## src/rtl/mem_arb_pkg.sv

```systemverilog
// Shared types for the mem_control arbiter.
// Provides the access-size encodings, the arbiter state enum, the master id type,
// the latched request record, and the legality check for a request.
package mem_arb_pkg;

  localparam logic [1:0] MEM_ACCESS_BYTE = 2'd0;
  localparam logic [1:0] MEM_ACCESS_HALF = 2'd1;
  localparam logic [1:0] MEM_ACCESS_WORD = 2'd2;

  typedef enum logic [2:0] {
    StIdle,
    StRdAddr,
    StRdData,
    StWrRead,
    StWrStore,
    StErr
  } arb_state_e;

  typedef enum logic {
    MstM0 = 1'b0,
    MstM1 = 1'b1
  } mst_id_e;

  typedef struct packed {
    logic [31:0] addr;
    logic [1:0]  acc;
    logic        sext;
    logic        we;
    logic [31:0] wdata;
    mst_id_e     id;
  } arb_req_t;

  // Number of bytes touched by an access; 0 marks an unknown encoding.
  function automatic logic [2:0] acc_bytes(input logic [1:0] acc);
    case (acc)
      MEM_ACCESS_BYTE: return 3'd1;
      MEM_ACCESS_HALF: return 3'd2;
      MEM_ACCESS_WORD: return 3'd4;
      default:         return 3'd0;
    endcase
  endfunction

  // Misaligned, unknown size or outside [lo, hi]. The end address uses 33 bits so a
  // request near the top of the address space cannot wrap back into range.
  function automatic logic req_illegal(input logic [31:0] addr, input logic [1:0] acc,
                                       input logic [31:0] lo, input logic [31:0] hi);
    logic [2:0]  size;
    logic [32:0] last;
    size = acc_bytes(acc);
    last = {1'b0, addr} + {30'b0, size} - 33'd1;
    if (size == 3'd0) return 1'b1;
    if (acc == MEM_ACCESS_HALF && addr[0]) return 1'b1;
    if (acc == MEM_ACCESS_WORD && addr[1:0] != 2'b00) return 1'b1;
    if (addr < lo) return 1'b1;
    if (last > {1'b0, hi}) return 1'b1;
    return 1'b0;
  endfunction

endpackage

```

## src/rtl/mem_rr_pick2.sv

```systemverilog
// Two-way round-robin picker.
//   req_i  : request vector, bit 0 = m0, bit 1 = m1
//   last_i : 1 when m1 held the most recent grant
//   gnt_o  : one-hot (or zero) grant
module mem_rr_pick2 (
  input  logic [1:0] req_i,
  input  logic       last_i,
  output logic [1:0] gnt_o
);

  always_comb begin
    gnt_o = 2'b00;
    case (req_i)
      2'b01:   gnt_o = 2'b01;
      2'b10:   gnt_o = 2'b10;
      2'b11:   gnt_o = last_i ? 2'b01 : 2'b10;
      default: gnt_o = 2'b00;
    endcase
  end

endmodule

```

## src/rtl/mem_arbiter.sv

```systemverilog
// Arbitrates one mem_control instance between instruction fetch (m0, read-only) and the
// load/store unit (m1). One access outstanding at a time, round-robin on contention.
// Rejects misaligned / out-of-range requests with an error response and holds all
// request fields stable for mem_control's two-cycle read and write sequences.
//   m0_*  : fetch request/grant and read response
//   m1_*  : data request/grant, read response and write completion
//   mem_* : read and write ports toward mem_control, mem_wr_ready_i its ready
module mem_arbiter
  import mem_arb_pkg::*;
#(
  parameter logic [31:0] ADDR_LO = 32'h0000_0000,
  parameter logic [31:0] ADDR_HI = 32'h0000_07FF
) (
  input  logic        clk_i,
  input  logic        rst_i,
  input  logic        m0_req_i,
  input  logic [31:0] m0_addr_i,
  input  logic [1:0]  m0_acc_i,
  input  logic        m0_sext_i,
  output logic        m0_gnt_o,
  output logic        m0_rvalid_o,
  output logic [31:0] m0_rdata_o,
  output logic        m0_err_o,
  input  logic        m1_req_i,
  input  logic        m1_we_i,
  input  logic [31:0] m1_addr_i,
  input  logic [1:0]  m1_acc_i,
  input  logic        m1_sext_i,
  input  logic [31:0] m1_wdata_i,
  output logic        m1_gnt_o,
  output logic        m1_rvalid_o,
  output logic [31:0] m1_rdata_o,
  output logic        m1_wdone_o,
  output logic        m1_err_o,
  output logic        mem_r_en_o,
  output logic        mem_sext_o,
  output logic [1:0]  mem_acc_r_o,
  output logic [31:0] mem_addr_r_o,
  input  logic [31:0] mem_data_r_i,
  output logic        mem_wr_en_o,
  output logic [1:0]  mem_acc_w_o,
  output logic [31:0] mem_addr_w_o,
  output logic [31:0] mem_data_w_o,
  input  logic        mem_wr_ready_i
);

  arb_state_e state_q;
  mst_id_e    last_gnt_q;
  arb_req_t   req_q;
  arb_req_t   new_req;
  logic [1:0] pick;
  logic       accept;
  logic       new_illegal;

  mem_rr_pick2 u_pick (
    .req_i  ({m1_req_i, m0_req_i}),
    .last_i (last_gnt_q == MstM1),
    .gnt_o  (pick)
  );

  // mem_wr_ready_i low also covers mem_control's own reset cycle.
  assign accept   = !rst_i && (state_q == StIdle) && mem_wr_ready_i && (pick != 2'b00);
  assign m0_gnt_o = accept && pick[0];
  assign m1_gnt_o = accept && pick[1];

  always_comb begin
    new_req = '0;
    if (pick[1]) begin
      new_req.addr  = m1_addr_i;
      new_req.acc   = m1_acc_i;
      new_req.sext  = m1_sext_i;
      new_req.we    = m1_we_i;
      new_req.wdata = m1_wdata_i;
      new_req.id    = MstM1;
    end else begin
      new_req.addr  = m0_addr_i;
      new_req.acc   = m0_acc_i;
      new_req.sext  = m0_sext_i;
      new_req.id    = MstM0;
    end
  end

  assign new_illegal = req_illegal(new_req.addr, new_req.acc, ADDR_LO, ADDR_HI);

  always_ff @(posedge clk_i) begin
    if (rst_i) begin
      state_q    <= StIdle;
      last_gnt_q <= MstM0;
      req_q      <= '0;
    end else begin
      case (state_q)
        StIdle: begin
          if (accept) begin
            req_q      <= new_req;
            last_gnt_q <= new_req.id;
            if (new_illegal)     state_q <= StErr;
            else if (new_req.we) state_q <= StWrRead;
            else                 state_q <= StRdAddr;
          end
        end
        StRdAddr:  state_q <= StRdData;
        StRdData:  state_q <= StIdle;
        StWrRead:  if (mem_wr_ready_i) state_q <= StWrStore;
        StWrStore: state_q <= StIdle;
        StErr:     state_q <= StIdle;
        default:   state_q <= StIdle;
      endcase
    end
  end

  // Everything below is gated by reset so an access caught mid-flight by rst_i neither
  // completes in mem_control nor pulses a response.
  logic        rd_act, wr_act, err_act;
  logic        rvalid_any, wdone_any;
  logic [31:0] rdata_any;

  assign rd_act     = !rst_i && (state_q == StRdAddr || state_q == StRdData);
  assign wr_act     = !rst_i && (state_q == StWrRead || state_q == StWrStore);
  assign err_act    = !rst_i && (state_q == StErr);
  assign rvalid_any = (!rst_i && state_q == StRdData) || (err_act && !req_q.we);
  assign wdone_any  = (!rst_i && state_q == StWrStore) || (err_act && req_q.we);
  assign rdata_any  = (!rst_i && state_q == StRdData) ? mem_data_r_i : 32'h0;

  assign mem_r_en_o   = rd_act;
  assign mem_sext_o   = rd_act && req_q.sext;
  assign mem_acc_r_o  = rd_act ? req_q.acc : 2'b00;
  assign mem_addr_r_o = rd_act ? req_q.addr : 32'h0;

  assign mem_wr_en_o  = wr_act;
  assign mem_acc_w_o  = wr_act ? req_q.acc : 2'b00;
  assign mem_addr_w_o = wr_act ? req_q.addr : 32'h0;
  assign mem_data_w_o = wr_act ? req_q.wdata : 32'h0;

  assign m0_rvalid_o = rvalid_any && (req_q.id == MstM0);
  assign m0_rdata_o  = m0_rvalid_o ? rdata_any : 32'h0;
  assign m0_err_o    = err_act && (req_q.id == MstM0);

  assign m1_rvalid_o = rvalid_any && (req_q.id == MstM1);
  assign m1_rdata_o  = m1_rvalid_o ? rdata_any : 32'h0;
  assign m1_wdone_o  = wdone_any && (req_q.id == MstM1);
  assign m1_err_o    = err_act && (req_q.id == MstM1);

endmodule

```

## config.mk

```make
export PLATFORM = sky130hd
export DESIGN_NAME = mem_arbiter
export DESIGN_NICKNAME = d
export VERILOG_FILES = /design/src/rtl/mem_arb_pkg.sv /design/src/rtl/mem_rr_pick2.sv /design/src/rtl/mem_arbiter.sv
export SDC_FILE = /design/constraint.sdc
export NUM_CORES = 1
export LEC_CHECK = 0
export CAP_MARGIN = 20
export CORE_MARGIN = 10
export CORE_UTILIZATION = 41
export DETAILED_ROUTE_END_ITERATION = 7
export GPL_TIMING_DRIVEN = 0
export PLACE_DENSITY_LB_ADDON = 0.12
export RECOVER_POWER = 50
export SETUP_SLACK_MARGIN = 0.02
export SLEW_MARGIN = 25
export SYNTH_ARGS = -nofsm -noshare
export SYNTH_HDL_FRONTEND = slang
export SYNTH_HIERARCHICAL = 1
export SYNTH_SLANG_ARGS = --single-unit
```

## constraint.sdc

```tcl
create_clock -name clk_i -period 5.5 [get_ports clk_i]
set_clock_uncertainty 0.2 [all_clocks]
set_input_delay 0.825 -clock clk_i [delete_from_list [all_inputs] [get_ports clk_i]]
set_output_delay 0.825 -clock clk_i [all_outputs]
set_load 0.01 [all_outputs]
```

==> key figures, run 1 <==
Final layout
  – Post-layout util: 0.676
  – Nets: between 1,000 and 1,500
  – Design Area, Final: ~9900 µm²
  – Layout overhead on the synthesized area: 60.4%
  – Share of cells above drive strength 1: 0.0452
  – # diodes: 0

Route
  – Drt first pass iters: 5
  – Routed len/inst: ~20 µm
  – ANT nets after route: 0
  – Via density: 5.29
  – Drc violations: 0
  – Final WL: 27.7 mm
  – Initial DRC count: 509
  – Vias post-DR: 7,176

Synthesis
  – FF+latch count, synth: 72
  – Post-synthesis sequential area ratio: 0.234
  – Asr flop ratio synth: 0
  – Netlist cell types: 66
  – Top cells by area, synth: dfxtp_1 23%, and2_1 17%, ha_1 6.9%, mux2i_1 5.7%, a21oi_1 5.4%
  – Post-synth EDFFs: 0
  – Mapped cell area: 6170 µm²
  – Proportion of netlist area held by the largest area contributor: 0.234
  – Yosys warnings: 6
  – Syn Area/Cell: between 7 and 8 µm²
  – Post-Syn Nets: approximately 1,000
  – Synth Instances: around 840
  – Main synth FF type: dfxtp_1
  – Cell accounting for the most synthesized area: dfxtp_1

CTS
  – Worst-Skew Late Latency: between 0.3 and 0.4 ns
  – CTS buffer count: 9
  – Post-CTS Setup Inserts: 0
  – Max H-tree Level: 3
  – CTS tree: built
  – Clock slew at reported path FFs: around 0.060 ns
  – Root buf cell: clkbuf_16
  – # clock sinks: 72
  – Clock Tree Buf Depth: 2

Pwr
  – Static leakage: roughly 4 nW
  – Power Density: 181 nW/µm²
  – Worst VDD drop: roughly 0.12 mV

Timing
  – Min setup slack post-route: about 0.28 ns
  – Least-Margin Pin Slew: between 1 and 1.5 ns
  – Slew Limit Fails: 0
  – Final period util: 0.950
  – Slew margin rel.: 0.224
  – Worst hold slack: 0.245 ns
  – Final setup vio count: 0
  – Final min period: 5.22 ns
  – RSZ-0062 raised after global routing: false
  – Endpoints failing hold: 0
  – Max Clock Freq: approximately 190 MHz

Placed design
  – Placed cell areas: between 9000 and 10,000 µm²
  – Pre-CTS setup slack: -1.22 ns
  – Routability cong.: just over 0.9
  – Post-DP HPWL: approximately 23 mm
  – Input/output buffers: roughly 310

Global routing
  – Grt total ovfl: 0
  – Pin count of the biggest net entering global routing: 15
  – First-pass GRT wire length: 40.0 mm
  – Vias in the first global route: 6,576
  – GRT Total Usage: 0.254
  – Initial antenna violation count: 2

Setup path
  – Crit end category: flop
  – Crit path max fanout: 10
  – CP Launch Type: input pin
  – Crit path kind: input pin to flop
  – Critical path arrival: 5.31 ns
  – CP required: about 5.6 ns

Die
  – Io pins: 314
  – Initial Util: 0.421
  – Die H: ~140 µm
  – Total core area: 14,600 µm²
  – Die area: 20,400 µm²
  – Row cnt: between 40 and 50
  – Chip Width: 143 µm

Run status
  – Status: complete, no violations

Min path
  – Worst hold-check path type: flop to flop

Flow run
  – Max cap viols: 0
==> cells in the mapped netlist, drive strengths merged (3+ instances only) <==
cell type and n:
xnor2 8, nor3 11, a311oi 5, ha 34
nand2 67, a21boi 6, and3 6, nand3 47
mux2i 35, nand3b 34, o2111ai 3, buf 15
a211oi 10, clkbuf 47, a21oi 68, dfxtp 72
nand2b 6, nor4 4, inv 47, o211ai 9
a221oi 3, nor2 28, o21a 7, o21ai 53
nand4 11, xor2 4, and2 166, or4 3
or3 3
==> kinds of logic after synthesis <==
group                    after synthesis  share of synthesized area
AO/OA/AOI/OAI                        182                      0.181
multiplexers                          36                     0.0586
AND/OR/NAND/NOR                      397                      0.367
adder cells (fa/ha/maj)               35                     0.0722
buffers and inverters                109                     0.0712
XOR/XNOR                              12                     0.0170
flip-flops                            72                      0.234
==> where the power goes <==
| group | internal (mW) | switching, mW | leakage [nW] |
|---|---|---|---|
| logic | 0.281 | 0.336 | 3.26 |
| registers | 0.548 | 0.0188 | 0.586 |
| clock network | 0.355 | 0.250 | 0.146 |
==> registers in the layout, indices dropped and copies added, names as in the netlist <==
signal / cells
req_q: 69
state_q: 3
==> area by class of cell <==
class	count	area, µm²
buffer	62	280
clock buffer	9	225
clock inverter	7	77.6
fill	1324	4750
inverter	47	176
multi-input combinational	662	4330
sequential	72	1440
tap	184	230
timing repair buffer	313	3130
==> layer usage <==
metal / share of wire / vias to the layer above / track usage
met3: 0.060 / 36 / 0.0577
met2: 0.52 / 231 / 0.467
li1: - / 3573 / -
met5: 0.00097 / - / 0
met1: 0.40 / 3332 / 0.284
met4: 0.023 / 4 / 0.0793
==> critical path: stages <==
cell and delay [ns]:
clkdlybuf4s50_1 0.50, a21boi_0 0.17, clkbuf_4 0.26, clkbuf_4 0.27
buf_4 0.24, mux2i_2 0.31, ha_1 0.28, inv_1 0.10
ha_1 0.24, a211oi_1 0.30, o21ai_0 0.18, a22oi_2 0.28
a221oi_2 0.13, or3_1 0.31, a2111o_1 0.47, nor4_4 0.20
nand4b_1 0.14, nand2_1 0.08
==> metrics by stage <==
| step | instances | power, mW | setup TNS [ns] |
|---|---|---|---|
| 3_3_place_gp | 1340 | 1.17 | -2.41 |
| 6_report | 1356 | 1.79 | 0 |
| 2_1_floorplan | 843 | 0.947 | 0 |
| 5_1_grt | 1356 | 1.88 | 0 |
| 3_5_place_dp | 1340 | 1.17 | -2.43 |
| 4_1_cts | 1356 | 1.78 | 0 |
==> worst paths after layout <==
check | startpoint | end | slack, ns | cells past startpoint
min | req_q[30]$_SDFFE_PP0P_ | req_q[30]$_SDFFE_PP0P_ | 0.24 | 2
min reg2reg | req_q[30]$_SDFFE_PP0P_ | req_q[30]$_SDFFE_PP0P_ | 0.24 | 2
max | m1_req_i | state_q[1]$_SDFFE_PP0P_ | 0.28 | 18
max reg2reg | req_q[0]$_SDFFE_PP0P_ | state_q[1]$_SDFFE_PP0P_ | 0.81 | 17
==> layout by cell type (no fill, tap or decap), types with 9 or more instances in the layout <==
cell             count
a21oi_1             67
o211ai_1             9
nand2_1             66
nand3_1             47
dlygate4sd3_1       46
and2_1             159
ha_1                34
o21ai_0             53
nor2_1              28
clkbuf_16            9
mux2i_1             32
inv_1               47
nor3_1              11
clkbuf_1            46
dfxtp_1             72
nand4_1             11
a211oi_1            10
nand3b_1            34
clkdlybuf4s50_1    267
==> what timing repair did <==
action | 4_1_cts | 5_1_grt
setup endpoints to repair | 2 | 2
gates resized for setup | 11 | 10
hold buffers | 0 | 0
(Power assumes the default switching activity.)
==> inputs of run 2 (changes only) <==
--- a/config.mk
+++ b/config.mk
@@ -10,5 +10,4 @@
 export CORE_UTILIZATION = 41
 export DETAILED_ROUTE_END_ITERATION = 7
-export GPL_TIMING_DRIVEN = 0
 export PLACE_DENSITY_LB_ADDON = 0.12
 export RECOVER_POWER = 50
--- a/constraint.sdc
+++ b/constraint.sdc
@@ -3,3 +3,3 @@
 set_input_delay 0.825 -clock clk_i [delete_from_list [all_inputs] [get_ports clk_i]]
 set_output_delay 0.825 -clock clk_i [all_outputs]
-set_load 0.01 [all_outputs]
+set_load 0.02 [all_outputs]
==> run 2 against run 1 <==
Net effect:
- the flow now finishes with violations (max-capacitance violations, max-slew violations)
- register-to-register slack better by 0.21 ns
- critical path depth fell by 3
- wire length shrank 3.7%
- clock power is 3% higher
- via count fell by 3.6%
- setup slack improved by 0.22 ns
- global-route usage is 0.64 points lower
- cell area decreased by 1.7%
- power about the same
- combinational power decreased by 3%
==> key figures, run 2 (synthesis results as in run 1) <==
Global routing
  – First-pass GRT wire length: 39.4 mm (was 40.0 mm)
  – Pin count of the biggest net entering global routing: 60 (was 15)
  – GRT Total Usage: 0.248 (was 0.254)
  – Initial antenna violation count: 2 (unchanged)
  – Vias in the first global route: 6,505 (was 6,576)
  – Grt total ovfl: 0 (unchanged)

Timing
  – Slew Limit Fails: 38 (was 0)
  – Final setup vio count: 0 (unchanged)
  – Max Clock Freq: 200 MHz (was 191 MHz)
  – Worst hold slack: 0.246 ns (was 0.245 ns)
  – Final period util: 0.910 (was 0.950)
  – Least-Margin Pin Slew: 1.67 ns (was 1.16 ns)
  – RSZ-0062 raised after global routing: false (unchanged)
  – Endpoints failing hold: 0 (unchanged)
  – Setup_tns: 0 ns (unchanged)
  – Slew margin rel.: -0.114 (was 0.224)
  – Final min period: 5.00 ns (was 5.22 ns)

Die
  – Chip Width: 143 µm (unchanged)
  – Initial Util: 0.421 (unchanged)
  – Die H: 143 µm (unchanged)
  – Total core area: 14,600 µm² (unchanged)
  – Die area: 20,400 µm² (unchanged)
  – Row cnt: 44 (unchanged)
  – Io pins: 314 (unchanged)

Setup path
  – Critical path arrival: 4.98 ns (was 5.31 ns)
  – CP Launch Type: input pin (unchanged)
  – Startpoint of the worst register-to-register path: req_q[0]$_SDFFE_PP0P_ (unchanged)
  – CP required: 5.48 ns (was 5.59 ns)
  – FF-to-FF path depth: 15 (was 17)
  – Reg2reg end: state_q[2]$_SDFFE_PP0P_ (was state_q[1]$_SDFFE_PP0P_)
  – R2r setup slk: 1.02 ns (was 0.81 ns)
  – Crit path kind: input pin to flop (unchanged)
  – Crit path max fanout: 7 (was 10)
  – Crit end category: flop (unchanged)

Run status
  – Violated checks: max-capacitance violations, max-slew violations
  – Status: finished, violations left (was complete, no violations)

CTS
  – CTS buffer count: 9 (unchanged)
  – Worst-Skew Late Latency: 0.35 ns (was 0.34 ns)
  – # hold bufs at CTS: 0 (unchanged)
  – # clock sinks: 72 (unchanged)
  – Post-CTS Setup Inserts: 0 (unchanged)
  – Clock Tree Buf Depth: 2 (unchanged)
  – Clock slew at reported path FFs: 0.06 ns (about the same)
  – Post_cts resized: 0 (was 11)
  – Max H-tree Level: 3 (unchanged)
  – CTS tree: built (unchanged)
  – Root buf cell: clkbuf_16 (unchanged)

Min path
  – HP Start: req_q[4]$_SDFFE_PP0P_ (was req_q[30]$_SDFFE_PP0P_)
  – Hold depth: 2 (unchanged)
  – Worst hold-check path type: flop to flop (unchanged)
  – Hold EP: req_q[4]$_SDFFE_PP0P_ (was req_q[30]$_SDFFE_PP0P_)

Placed design
  – Input/output buffers: 313 (unchanged)
  – Routability cong.: 0.966 (was 0.916)
  – Post-DP HPWL: 22.0 mm (was 23.2 mm)

Final layout
  – Largest Register: req_q (unchanged)
  – Most frequent cells in the layout: 263 x clkdlybuf4s50_1, 166 x and2_1, 72 x dfxtp_1 (was 267 x clkdlybuf4s50_1, 159 x and2_1, 72 x dfxtp_1)
  – Nets: 1,296 (was 1,342)
  – Commonest non-fill, non-tap cell in the layout: clkdlybuf4s50_1 (unchanged)
  – Share of cells above drive strength 1: 0.0417 (was 0.0452)
  – Largest register FFs: 69 (unchanged)
  – Layout overhead on the synthesized area: 57.7% (was 60.4%)
  – Top flop regs: req_q (69), state_q (3) (unchanged)

Pwr
  – Static leakage: 3.96 nW (was 3.99 nW)
  – Power Density: 184 nW/µm² (was 181 nW/µm²)
  – Worst VDD drop: 0.189 mV (was 0.124 mV)

Route
  – Vias post-DR: 6,921 (was 7,176)
  – Via density: 5.28 (was 5.29)
  – Drc violations: 0 (unchanged)
  – ANT nets after route: 0 (unchanged)
  – Drt first pass iters: 5 (unchanged)
  – Routed len/inst: 20.3 µm (was 20.4 µm)
  – Initial DRC count: 498 (was 509)
  – Final WL: 26.7 mm (was 27.7 mm)

Flow run
  – Max cap viols: 2 (was 0)
-- run 2: cell count changes in the layout (fill, tap and decap cells not counted), sizes merged --
cell           change
inv                +3
diode              +1
buf                -1
clkinv             -3
clkdlybuf4s50      -4
dlygate4sd3        +3
clkbuf            -44
-- run 2: worst max path at each step --
stage	endpoint	slack, ns	depth (start not counted)	from
after floorplan	state_q[2]$_SDFFE_PP0P_	0.55	16	m1_req_i
after global placement	state_q[2]$_SDFFE_PP0P_	0.22	14	m1_req_i
after detailed placement	state_q[1]$_SDFFE_PP0P_	0.04	15	m1_req_i
after CTS	state_q[1]$_SDFFE_PP0P_	0.36	15	m1_req_i
after global routing	state_q[1]$_SDFFE_PP0P_	0.13	15	m1_req_i
final	state_q[2]$_SDFFE_PP0P_	0.50	15	m1_req_i
-- run 2: final cells by class --
type                    count  area (µm²)
multi-input cells         662        4320
inverters                  47         176
repair buffers            329        3250
flip-flops and latches     72        1440
clock inverters             7        83.8
well taps                 184         230
diodes                      1        2.50
clock buffers               9         225
fillers                  1298        4910
-- run 2: worst max-delay path, stage by stage --
cell and delay (ns):
clkdlybuf4s50_1 0.49, a21boi_4 0.40, mux2i_1 0.46, nand2b_1 0.11
ha_1 0.28, inv_1 0.06, ha_1 0.29, a211oi_1 0.25
o21ai_0 0.15, a22oi_1 0.36, a221oi_1 0.15, or3_1 0.33
a2111o_1 0.42, nor4_2 0.24, a311oi_1 0.14
-- run 2: layer usage --
layer,vias to the layer above,wire [µm],global-route usage,part of all wire
met5,-,13,0,0.00049
met4,2,411,0.0565,0.015
met3,22,1840,0.0663,0.069
met2,216,13700,0.448,0.51
met1,3203,10700,0.284,0.40
li1,3478,-,-,-
-- run 2: through the flow --
| stage | power, mW | cells | cell area (µm²) | utilization | setup WS, ns |
|---|---|---|---|---|---|
| after global routing | 1.89 | 1311 | 9730 | 0.664 | 0.131 |
| after global placement | 1.17 | 1293 | 9460 | 0.646 | 0.216 |
| after floorplan | 0.952 | 843 | 6170 | - | 0.553 |
| after CTS | 1.80 | 1310 | 9800 | 0.669 | 0.356 |
| after detailed placement | 1.17 | 1294 | 9490 | 0.648 | 0.0352 |
| final | 1.79 | 1311 | 9730 | 0.664 | 0.497 |
-- run 2: power by group --
part | total (mW) | internal [mW] | leakage (nW) | switching, mW
Clock | 0.624 | 0.361 | 0.149 | 0.262
Combinational | 0.600 | 0.275 | 3.23 | 0.325
Sequential | 0.566 | 0.548 | 0.586 | 0.0179
==> inputs of run 3 (changes only) <==
Settings changed: CAP_MARGIN 20 to 25, CORE_UTILIZATION 41 to 37, CTS_BUF_LIST from default to sky130_fd_sc_hd__clkbuf_16.
Clock period 5.5 ns to 4.1 ns, I/O delays scaled along.
==> run 3 against run 2 <==
Net effect:
- the run still ends with max-capacitance violations, max-slew violations left
- non-clock buffer count rose by 144
- via count grew 7.6%
- global-route usage fell by 2.1 points
- core utilization rose by 1.0 points
- critical path depth is 4 higher
- critical endpoint unchanged
- largest power group is now combinational cells
==> key figures, run 3 (synthesis results as in run 1) <==
Setup path
  – Family with the most delay on the worst path: compound AO/OA/AOI/OAI gates (unchanged)
  – R2r setup slk: 0.22 ns (was 1.02 ns)
  – Crit end category: flop (unchanged)
  – Crit path max fanout: 5 (was 7)
  – Crit path kind: input pin to flop (unchanged)
  – CP peak stage delay: 0.38 ns (was 0.49 ns)
  – CP required: 4.16 ns (was 5.48 ns)
  – Start point of the critical path: m1_req_i (unchanged)
  – Critical path arrival: 3.96 ns (was 4.98 ns)
  – CP Cell Sequence: clkbuf_2 > a21boi_4 > buf_12 > mux2i_4 > buf_6 > nand2b_1 > ha_1 > inv_1 > ha_2 > fa_1 > a211oi_2 > o21ai_2 > nand3_1 > buf_4 > nand4_1 > a31oi_1 > mux2i_1 > a211oi_1 > a311oi_1 (was clkdlybuf4s50_1 > a21boi_4 > mux2i_1 > nand2b_1 > ha_1 > inv_1 > ha_1 > a211oi_1 > o21ai_0 > a22oi_1 > a221oi_1 > or3_1 > a2111o_1 > nor4_2 > a311oi_1)
  – CP max stage cell: fa_1 (was clkdlybuf4s50_1)
  – Startpoint of the worst register-to-register path: req_q[0]$_SDFFE_PP0P_ (unchanged)
  – Buf+Inv Stages, Crit Path: 5 (was 2)
  – CP Launch Type: input pin (unchanged)

Placed design
  – Input/output buffers: 313 (unchanged)
  – DP Cell Count: 1,462 (was 1,294)
  – Routability cong.: 0.942 (was 0.966)
  – Pre-CTS setup slack: -0.736 ns (was 0.0352 ns)
  – Post-DP HPWL: 21.6 mm (was 22.0 mm)

CTS
  – Worst-Skew Late Latency: 0.35 ns (about the same)
  – CTS tree: built (unchanged)
  – Max H-tree Level: 3 (unchanged)
  – Clock slew at reported path FFs: 0.06 ns (about the same)
  – Root buf cell: clkbuf_16 (unchanged)
  – Clock Tree Buf Depth: 2 (unchanged)
  – # clock sinks: 72 (unchanged)
  – # hold bufs at CTS: 0 (unchanged)
  – CTS buffer count: 9 (unchanged)

Route
  – Via density: 4.99 (was 5.28)
  – Routed len/inst: 18.1 µm (was 20.3 µm)
  – Drc violations: 0 (unchanged)
  – ANT nets after route: 0 (unchanged)
  – Vias post-DR: 7,446 (was 6,921)
  – Drt first pass iters: 5 (unchanged)
  – Final WL: 26.9 mm (was 26.7 mm)
  – Initial DRC count: 383 (was 498)

Timing
  – Max Clock Freq: approximately 260 MHz
  – Slew margin rel.: -0.213 (was -0.114)
  – Min setup slack post-route: 0.201 ns (was 0.497 ns)
  – Final period util: 0.951
  – RSZ-0062 raised after global routing: true (was false)
  – Setup_tns: 0 ns (unchanged)
  – Endpoints failing hold: 0 (unchanged)
  – Least-Margin Pin Slew: 1.82 ns (was 1.67 ns)
  – Slew Limit Fails: 48 (was 38)
  – Final min period: 3.90 ns
  – Final setup vio count: 0 (unchanged)

Run status
  – Violated checks: max-capacitance violations, max-slew violations (unchanged)
  – Status: finished, violations left (unchanged)

Final layout
  – Finished Layout Cells: 1,491 (was 1,311)
  – # fillers: 1,433 (was 1,298)
  – Layout overhead on the synthesized area: 80.0% (was 57.7%)
  – Top flop regs: req_q (69), state_q (3) (unchanged)
  – Commonest non-fill, non-tap cell in the layout: clkdlybuf4s50_1 (unchanged)
  – Most frequent cells in the layout: 263 x clkdlybuf4s50_1, 166 x and2_1, 141 x buf_4 (was 263 x clkdlybuf4s50_1, 166 x and2_1, 72 x dfxtp_1)
  – Largest register FFs: 69 (unchanged)
  – Nets: 1,440 (was 1,296)
  – Share of cells above drive strength 1: 0.170 (was 0.0417)
  – Reg area: 1440 µm² (unchanged)
  – Area occupied by multi-input gates: 4520 µm² (was 4320 µm²)
  – Largest Register: req_q (unchanged)

Pwr
  – Static leakage: 4.69 nW (was 3.96 nW)
  – Worst VDD drop: 0.196 mV (was 0.189 mV)
  – Power Density: 240 nW/µm² (was 184 nW/µm²)

Min path
  – HP Start: req_q[32]$_SDFFE_PP0P_ (was req_q[4]$_SDFFE_PP0P_)
  – Worst hold-check path type: flop to flop (unchanged)

Die
  – Io pins: 314 (unchanged)
  – Die area: 22,200 µm² (was 20,400 µm²)
  – Total core area: 16,500 µm² (was 14,600 µm²)
  – Initial Util: 0.375 (was 0.421)
  – Die H: 149 µm (was 143 µm)
  – Row cnt: 47 (was 44)
  – Chip Width: 149 µm (was 143 µm)

Global routing
  – Grt total ovfl: 0 (unchanged)
  – Vias in the first global route: 7,073 (was 6,505)
  – Pin count of the biggest net entering global routing: 66 (was 60)
  – GRT Total Usage: 0.227 (was 0.248)
  – Initial antenna violation count: 2 (unchanged)
  – First-pass GRT wire length: 40.6 mm (was 39.4 mm)

Flow run
  – Max cap viols: 1 (was 2)
==> run 3: repair_timing <==
item / in CTS / in global routing
hold endpoints to repair: 0 / 0
gates resized for setup: 17 / 26
pin swaps: 16 / 16
setup buffers: 1 / 10
setup endpoints to repair: 2 / 2
gates cloned: 1 / 1
==> run 3: final timing paths <==
kind                             endpoint  cells past startpoint
setup / recovery  state_q[2]$_SDFFE_PP0P_                     19
hold / removal     req_q[32]$_SDFFE_PP0P_                      2
setup reg to reg  state_q[2]$_SDFFE_PP0P_                     18
hold reg to reg    req_q[32]$_SDFFE_PP0P_                      2
==> run 3: final cells by class <==
| type | count | area share |
|---|---|---|
| inverters | 47 | 0.0159 |
| repair buffers | 473 | 0.397 |
| clock inverters | 7 | 0.00552 |
| clock buffers | 9 | 0.0203 |
| multi-input cells | 662 | 0.407 |
| diodes | 1 | 0.000225 |
| flip-flops and latches | 72 | 0.130 |
| well taps | 220 | 0.0248 |
==> run 3: power breakdown <==
| part | leakage (nW) | switching [mW] | internal (mW) |
|---|---|---|---|
| Combinational | 3.97 | 0.519 | 0.597 |
| Clock | 0.135 | 0.360 | 0.422 |
| Sequential | 0.586 | 0.0278 | 0.735 |
| Total | 4.69 | 0.908 | 1.75 |
==> run 3: tightest hold or removal path: stages, from the launching register on <==
cell and delay (ns):
dfxtp_1 0.30, nand2_1 0.05, a21oi_1 0.05
==> run 3: per-stage QoR <==
step,total power [mW],area [µm²],hold slack [ns],utilization
2_1_floorplan,1.29,6220,0.227,-
4_1_cts,2.63,10900,0.249,0.664
3_5_place_dp,1.81,10500,0.240,0.640
5_1_grt,2.82,11100,0.266,0.674
3_3_place_gp,1.80,10500,0.234,0.640
6_report,2.66,11100,0.244,0.674
==> run 3: layer usage <==
| layer | global-route usage | vias to the layer above | wire length [µm] |
|---|---|---|---|
| met5 | 0 | - | 20 |
| met4 | 0.0500 | 2 | 325 |
| met3 | 0.0422 | 26 | 1610 |
| met2 | 0.401 | 202 | 13600 |
| met1 | 0.279 | 3442 | 11400 |
| li1 | - | 3774 | - |
